[src/rtl/ls48_pkg.sv]
// Shared encodings for the rate sequencer: FSM state codes and divider rate selects.
package ls48_pkg;

  typedef enum logic [1:0] {
    ST_IDLE  = 2'b00,
    ST_RUN   = 2'b01,
    ST_PAUSE = 2'b10,
    ST_DONE  = 2'b11
  } state_e;

  typedef enum logic [1:0] {
    RATE_1HZ  = 2'd0,
    RATE_2HZ  = 2'd1,
    RATE_4HZ  = 2'd2,
    RATE_10HZ = 2'd3
  } rate_e;

  localparam int MAX_COUNT_LIMIT = 99;

endpackage

[src/rtl/bcd2_counter.sv]
// Two-digit BCD up/down counter with a terminal flag; the terminal value is fixed
// at elaboration and the terminal step either wraps or holds.
module bcd2_counter
  import ls48_pkg::*;
#(
  parameter int MAX_COUNT = 99
) (
  input  logic       clk,
  input  logic       rst_n,
  input  logic       en,
  input  logic       up_dn,
  input  logic       clr,
  input  logic       hold_at_term,
  output logic [3:0] tens,
  output logic [3:0] ones,
  output logic       term
);

  if (MAX_COUNT < 1 || MAX_COUNT > MAX_COUNT_LIMIT) begin : g_bad_max_count
    $error("bcd2_counter: MAX_COUNT must be within 1..99");
  end

  localparam logic [3:0] TERM_TENS = 4'(MAX_COUNT / 10);
  localparam logic [3:0] TERM_ONES = 4'(MAX_COUNT % 10);

  logic [3:0] tens_q, tens_d;
  logic [3:0] ones_q, ones_d;
  logic       at_max, at_zero;

  assign at_max  = (tens_q == TERM_TENS) && (ones_q == TERM_ONES);
  assign at_zero = (tens_q == 4'd0) && (ones_q == 4'd0);
  assign term    = up_dn ? at_max : at_zero;

  // NOTE: every always_comb output gets a default first so no path can infer a latch.
  always_comb begin
    tens_d = tens_q;
    ones_d = ones_q;
    if (clr) begin
      tens_d = 4'd0;
      ones_d = 4'd0;
    end else if (en) begin
      if (term) begin
        if (!hold_at_term) begin
          tens_d = up_dn ? 4'd0 : TERM_TENS;
          ones_d = up_dn ? 4'd0 : TERM_ONES;
        end
      end else if (up_dn) begin
        if (ones_q == 4'd9) begin
          ones_d = 4'd0;
          tens_d = tens_q + 4'd1;
        end else begin
          ones_d = ones_q + 4'd1;
        end
      end else begin
        if (ones_q == 4'd0) begin
          ones_d = 4'd9;
          tens_d = tens_q - 4'd1;
        end else begin
          ones_d = ones_q - 4'd1;
        end
      end
    end
  end

  // NOTE: sequential state uses non-blocking assignments so all flops update together.
  always_ff @(posedge clk or negedge rst_n) begin
    if (!rst_n) begin
      tens_q <= 4'd0;
      ones_q <= 4'd0;
    end else begin
      tens_q <= tens_d;
      ones_q <= ones_d;
    end
  end

  assign tens = tens_q;
  assign ones = ones_q;

endmodule

[src/rtl/rate_seq_ctrl.sv]
// Run/pause/clear sequencer: turns rising edges of the selected divider output into
// 1-cycle count enables for a 2-digit BCD counter.
module rate_seq_ctrl
  import ls48_pkg::*;
#(
  parameter int MAX_COUNT = 99,
  parameter bit AUTO_STOP = 1'b0
) (
  input  logic       clk_50M,
  input  logic       rst_n,
  input  logic       clk_1hz,
  input  logic       clk_2hz,
  input  logic       clk_4hz,
  input  logic       clk_10hz,
  input  logic [1:0] rate_sel,
  input  logic       up_dn,
  input  logic       start,
  input  logic       stop,
  input  logic       clear,
  output logic       tick,
  output logic       wrap,
  output logic [3:0] bcd_tens,
  output logic [3:0] bcd_ones,
  output logic [1:0] state
);

  state_e     state_q, state_d;
  logic [3:0] lvl, rise;
  logic [3:0] prev_q, prev_d;
  logic [1:0] rate_q, rate_d;
  logic       tick_q, tick_d;
  logic       wrap_q, wrap_d;
  logic       sel_rise, step, term;

  // Bit index matches the rate code, so rise[rate_q] picks the selected divider.
  assign lvl      = {clk_10hz, clk_4hz, clk_2hz, clk_1hz};
  assign prev_d   = lvl;
  assign rise     = lvl & ~prev_q;
  assign sel_rise = rise[rate_q];

  always_comb begin
    state_d = state_q;
    rate_d  = rate_q;
    step    = 1'b0;
    if (state_q != ST_RUN) rate_d = rate_sel;
    case (state_q)
      ST_IDLE:  if (!clear && !stop && start) state_d = ST_RUN;
      ST_RUN: begin
        if (clear)     state_d = ST_IDLE;
        else if (stop) state_d = ST_PAUSE;
        else if (sel_rise) begin
          step = 1'b1;
          if (AUTO_STOP && term) state_d = ST_DONE;
        end
      end
      ST_PAUSE: begin
        if (clear)               state_d = ST_IDLE;
        else if (!stop && start) state_d = ST_RUN;
      end
      ST_DONE:  if (clear) state_d = ST_IDLE;
      default:  state_d = ST_IDLE;
    endcase
    tick_d = step;
    wrap_d = step && term;
  end

  // NOTE: async reset clears every register, including edge history, so a divider
  // level already high at reset release is seen as a rise.
  always_ff @(posedge clk_50M or negedge rst_n) begin
    if (!rst_n) begin
      state_q <= ST_IDLE;
      prev_q  <= 4'd0;
      rate_q  <= 2'd0;
      tick_q  <= 1'b0;
      wrap_q  <= 1'b0;
    end else begin
      state_q <= state_d;
      prev_q  <= prev_d;
      rate_q  <= rate_d;
      tick_q  <= tick_d;
      wrap_q  <= wrap_d;
    end
  end

  bcd2_counter #(
    .MAX_COUNT (MAX_COUNT)
  ) u_counter (
    .clk          (clk_50M),
    .rst_n        (rst_n),
    .en           (step),
    .up_dn        (up_dn),
    .clr          (clear),
    .hold_at_term (AUTO_STOP),
    .tens         (bcd_tens),
    .ones         (bcd_ones),
    .term         (term)
  );

  assign tick  = tick_q;
  assign wrap  = wrap_q;
  assign state = state_q;

endmodule

[config.mk]
export PLATFORM = sky130hd
export DESIGN_NAME = rate_seq_ctrl
export DESIGN_NICKNAME = d
export VERILOG_FILES = /design/src/rtl/ls48_pkg.sv /design/src/rtl/bcd2_counter.sv /design/src/rtl/rate_seq_ctrl.sv
export SDC_FILE = /design/constraint.sdc
export NUM_CORES = 1
export LEC_CHECK = 0
export CAP_MARGIN = 20
export CORE_MARGIN = 2
export CORE_UTILIZATION = 45
export DETAILED_ROUTE_END_ITERATION = 8
export HOLD_SLACK_MARGIN = 0.06
export PLACE_DENSITY = 0.78
export SLEW_MARGIN = 20
export SYNTH_ARGS = -nofsm -noshare
export SYNTH_HDL_FRONTEND = slang
export SYNTH_SLANG_ARGS = --single-unit
[constraint.sdc]
create_clock -name clk_50M -period 3.25 [get_ports clk_50M]
set_input_delay 0.4875 -clock clk_50M [delete_from_list [all_inputs] [get_ports clk_50M]]
set_output_delay 0.4875 -clock clk_50M [all_outputs]
set_load 0.05 [all_outputs]
==> metrics.md <==
| Metric | Value |
|---|---|
| Outcome | finished, final reports clean |
| Number of cells on the critical path | 1 |
| Startpoint class of the critical path | flip-flop |
| Slew Limit Headroom | 0.464 |
| Clock Tree Root | clkbuf_4 |
| Max cap viols | 0 |
| Initial Util | 0.464 |
| Area of the multi-input gates | 503 um2 |
| Post-synth top cells | dfrtp_1, nor2_1, nand2_1 |
| Worst min path class | reg -> reg |
| Gr ovfl total | 0 |
| Die Y | ~50 um |
| Number of synthesized flops with an enable pin | 0 |
| Crit path to | bcd_ones[0] |
| Area delta synth->final | 27.4% |
| Max stage delay cell, worst path | clkdlybuf4s50_1 |
| H-tree lvl count | 1 |
| Fmax | between 400 and 500 MHz |
| Antenna diode count | 0 |
| FFs w/ async S/R, synth | 1.00 |
| PwrDens | between 300 and 400 nW/um2 |
| Width of the die | 51.3 um |
| Pre-CTS setup slack | 0.733 ns |
| Worst setup EP type | primary output |
| Layout cells sized above 1 | 0.0703 |
| Worst slew pin tran | around 0.8 ns |
| Setup ws final | about 1 ns |
| Buffers from clock root to sink, at most | 2 |
| # Post-CTS Setup Buffers | 0 |
| Placer Congestion | ~0.85 |
| # port buffers | 23 |
| Post-synth top area cell | dfrtp_1 |
| Count leader, synth | dfrtp_1 |
| Max stage delay on crit path | roughly 0.9 ns |
| Worst Clk Skew | around 0.01 ns |
| Area share of the largest cell type after synthesis | 0.448 |
| Iter 0 DRT Violations | 29 |
| Drt drc | 0 |
| Post-DRT Antenna Nets | 0 |
| Fin. Hold Viols | 0 |
| Max-slew violations | 0 |
| Largest delay share family, worst path | buffers and inverters |
| # IOs | 24 |
| Setup CP Type | reg -> out |
| Final #Nets | between 100 and 150 |
| Distinct cells, synth | 33 |
| CP Launch Point | u_counter.ones[0] |
| Fin util | 0.591 |
| CP Cell Sequence | clkdlybuf4s50_1 |
| Syn Nets | roughly 120 |
| Placed instance count | 152 |
| Worst reg2reg path startpoint | prev_q[2] |
| DR vias/cell | ~5.5 |
| Total clock sinks | 18 |
| Worst R2R Setup Slack | roughly 1.4 ns |
| Ranking of synthesized cells by area | dfrtp_1, nand2b_1, nor2_1 |
| Lkg Pwr | between 0.5 and 0.6 nW |
| Largest fanout on the critical path | 14 |
| Crit path buf inv count | 1 |
| RSZ-0062 raised after global routing | no |
| Vias in the first global route | 855 |
| Peak VDD IR | approximately 0.25 mV |
| First-pass GRT wire length | around 3.8 mm |
| Fin crit share | 0.700 |
| Seq cells post-synth | 18 |
| Gr usage total | 0.197 |
| DP Wirelength | 1.61 mm |
| FF-to-FF End | u_counter.ones[1] |
| Clk Latency, worst-skew pair | around 0.30 ns |
| Synth Flop Type | dfrtp_1 |
| Layout fillers | 205 |
| DRT Pass-1 Iters | 5 |
| Worst Path Required | 2.76 ns |
| DR WL/cell | between 10 and 15 um |
| Vias | about 860 |
| Syn_area_per_cell | between 9 and 10 um2 |
| Critical Path AT | 1.79 ns |
| Non-filler cells, final | between 150 and 200 |
| Row count | 17 |
| Final TNS setup | 0 ns |
| Synth Warn # | 0 |
| Flip-flop and latch area | ~450 um2 |
| Core Region | 2170 um2 |
| CTS tree | done |
| Post-detailed-routing wire length | approximately 2.2 mm |
| Resized cells post-CTS | 0 |
| R2R depth | 5 |
| Register area share after synthesis | 0.448 |
| CTS Buf Count | 3 |
| Final setup viols | 0 |
| Die ar. | ~2600 um2 |
| Post-cts hold buffer count | 0 |
| Synth Cell Area | roughly 1000 um2 |
| Clock Pin Slew Worst Setup and Hold Paths | roughly 0.11 ns |
| Crit path time final | between 2 and 2.5 ns |
| Largest net degree at the start of global routing | 19 |
| Initial antenna violation count | 0 |
| Cells after Synth | roughly 110 |
[per-layer routing]
| metal | vias to the layer above | track usage | share of wire |
|---|---|---|---|
| met1 | 406 | 0.259 | 0.43 |
| met3 | 4 | 0.0351 | 0.047 |
| li1 | 418 | - | - |
| met5 | - | 0 | 0 |
| met2 | 35 | 0.323 | 0.50 |
| met4 | 0 | 0.0789 | 0.018 |
[how the worst min path moves through the flow]
stage	startpoint	end	slack (ns)	depth (start not counted)
detailed placement	rate_q[1]	rate_q[1]	0.54	1
finish	rate_q[1]	rate_q[1]	0.55	1
CTS	rate_q[1]	rate_q[1]	0.56	1
global route	rate_q[0]	rate_q[0]	0.58	1
floorplan	rst_n	prev_q[0]	0.19	0
global placement	rate_q[0]	rate_q[0]	0.51	1
[cells by family (layout without fill, tap and decap cells)]
family	after synthesis	after routing	synth area share
xor+xnor	4	4	0.0348
fa+ha+maj	3	3	0.0448
simple gates	45	45	0.235
flops	18	18	0.448
buf+inv	12	33	0.0522
compound gates	22	22	0.141
mux	3	3	0.0448
[report_power, final]
group          switching [mW]  internal (mW)  leakage (nW)
Sequential            0.00493          0.230         0.237
Combinational          0.0309         0.0293         0.262
Clock                  0.0719         0.0683        0.0210
Total                   0.108          0.328         0.520
[sequential cells by signal, indices dropped and copies added, names as in the netlist]
| name | cells |
|---|---|
| u_counter.tens | 4 |
| u_counter.ones | 4 |
| rate_q | 2 |
| wrap | 1 |
| prev_q | 4 |
| tick | 1 |
| state | 2 |
[metrics by stage]
stage / cell area (um2) / power (mW) / hold WS, ns
floorplan: 1010 / 0.271 / 0.192
global placement: 1240 / 0.298 / 0.506
detailed placement: 1240 / 0.300 / 0.536
CTS: 1280 / 0.439 / 0.559
global route: 1280 / 0.456 / 0.585
finish: 1280 / 0.436 / 0.554
[layout by cell type (no fill, tap or decap), types with 3 or more instances in the layout]
master / n
clkdlybuf4s50_1: 23
nand3_1: 3
xnor2_1: 4
dfrtp_1: 18
inv_1: 5
nor3_1: 4
clkbuf_4: 3
nand2b_1: 7
nor2_1: 11
nand2_1: 8
a21oi_1: 5
o21ai_0: 6
[final cells by class]
cell class                      instances  share of cell area
Multi-Input combinational cell         77               0.393
Sequential cell                        18               0.352
Timing Repair Buffer                   24               0.186
Tap cell                               28              0.0273
Inverter                                5              0.0146
Clock buffer                            4              0.0283
(Power assumes the default switching activity.)
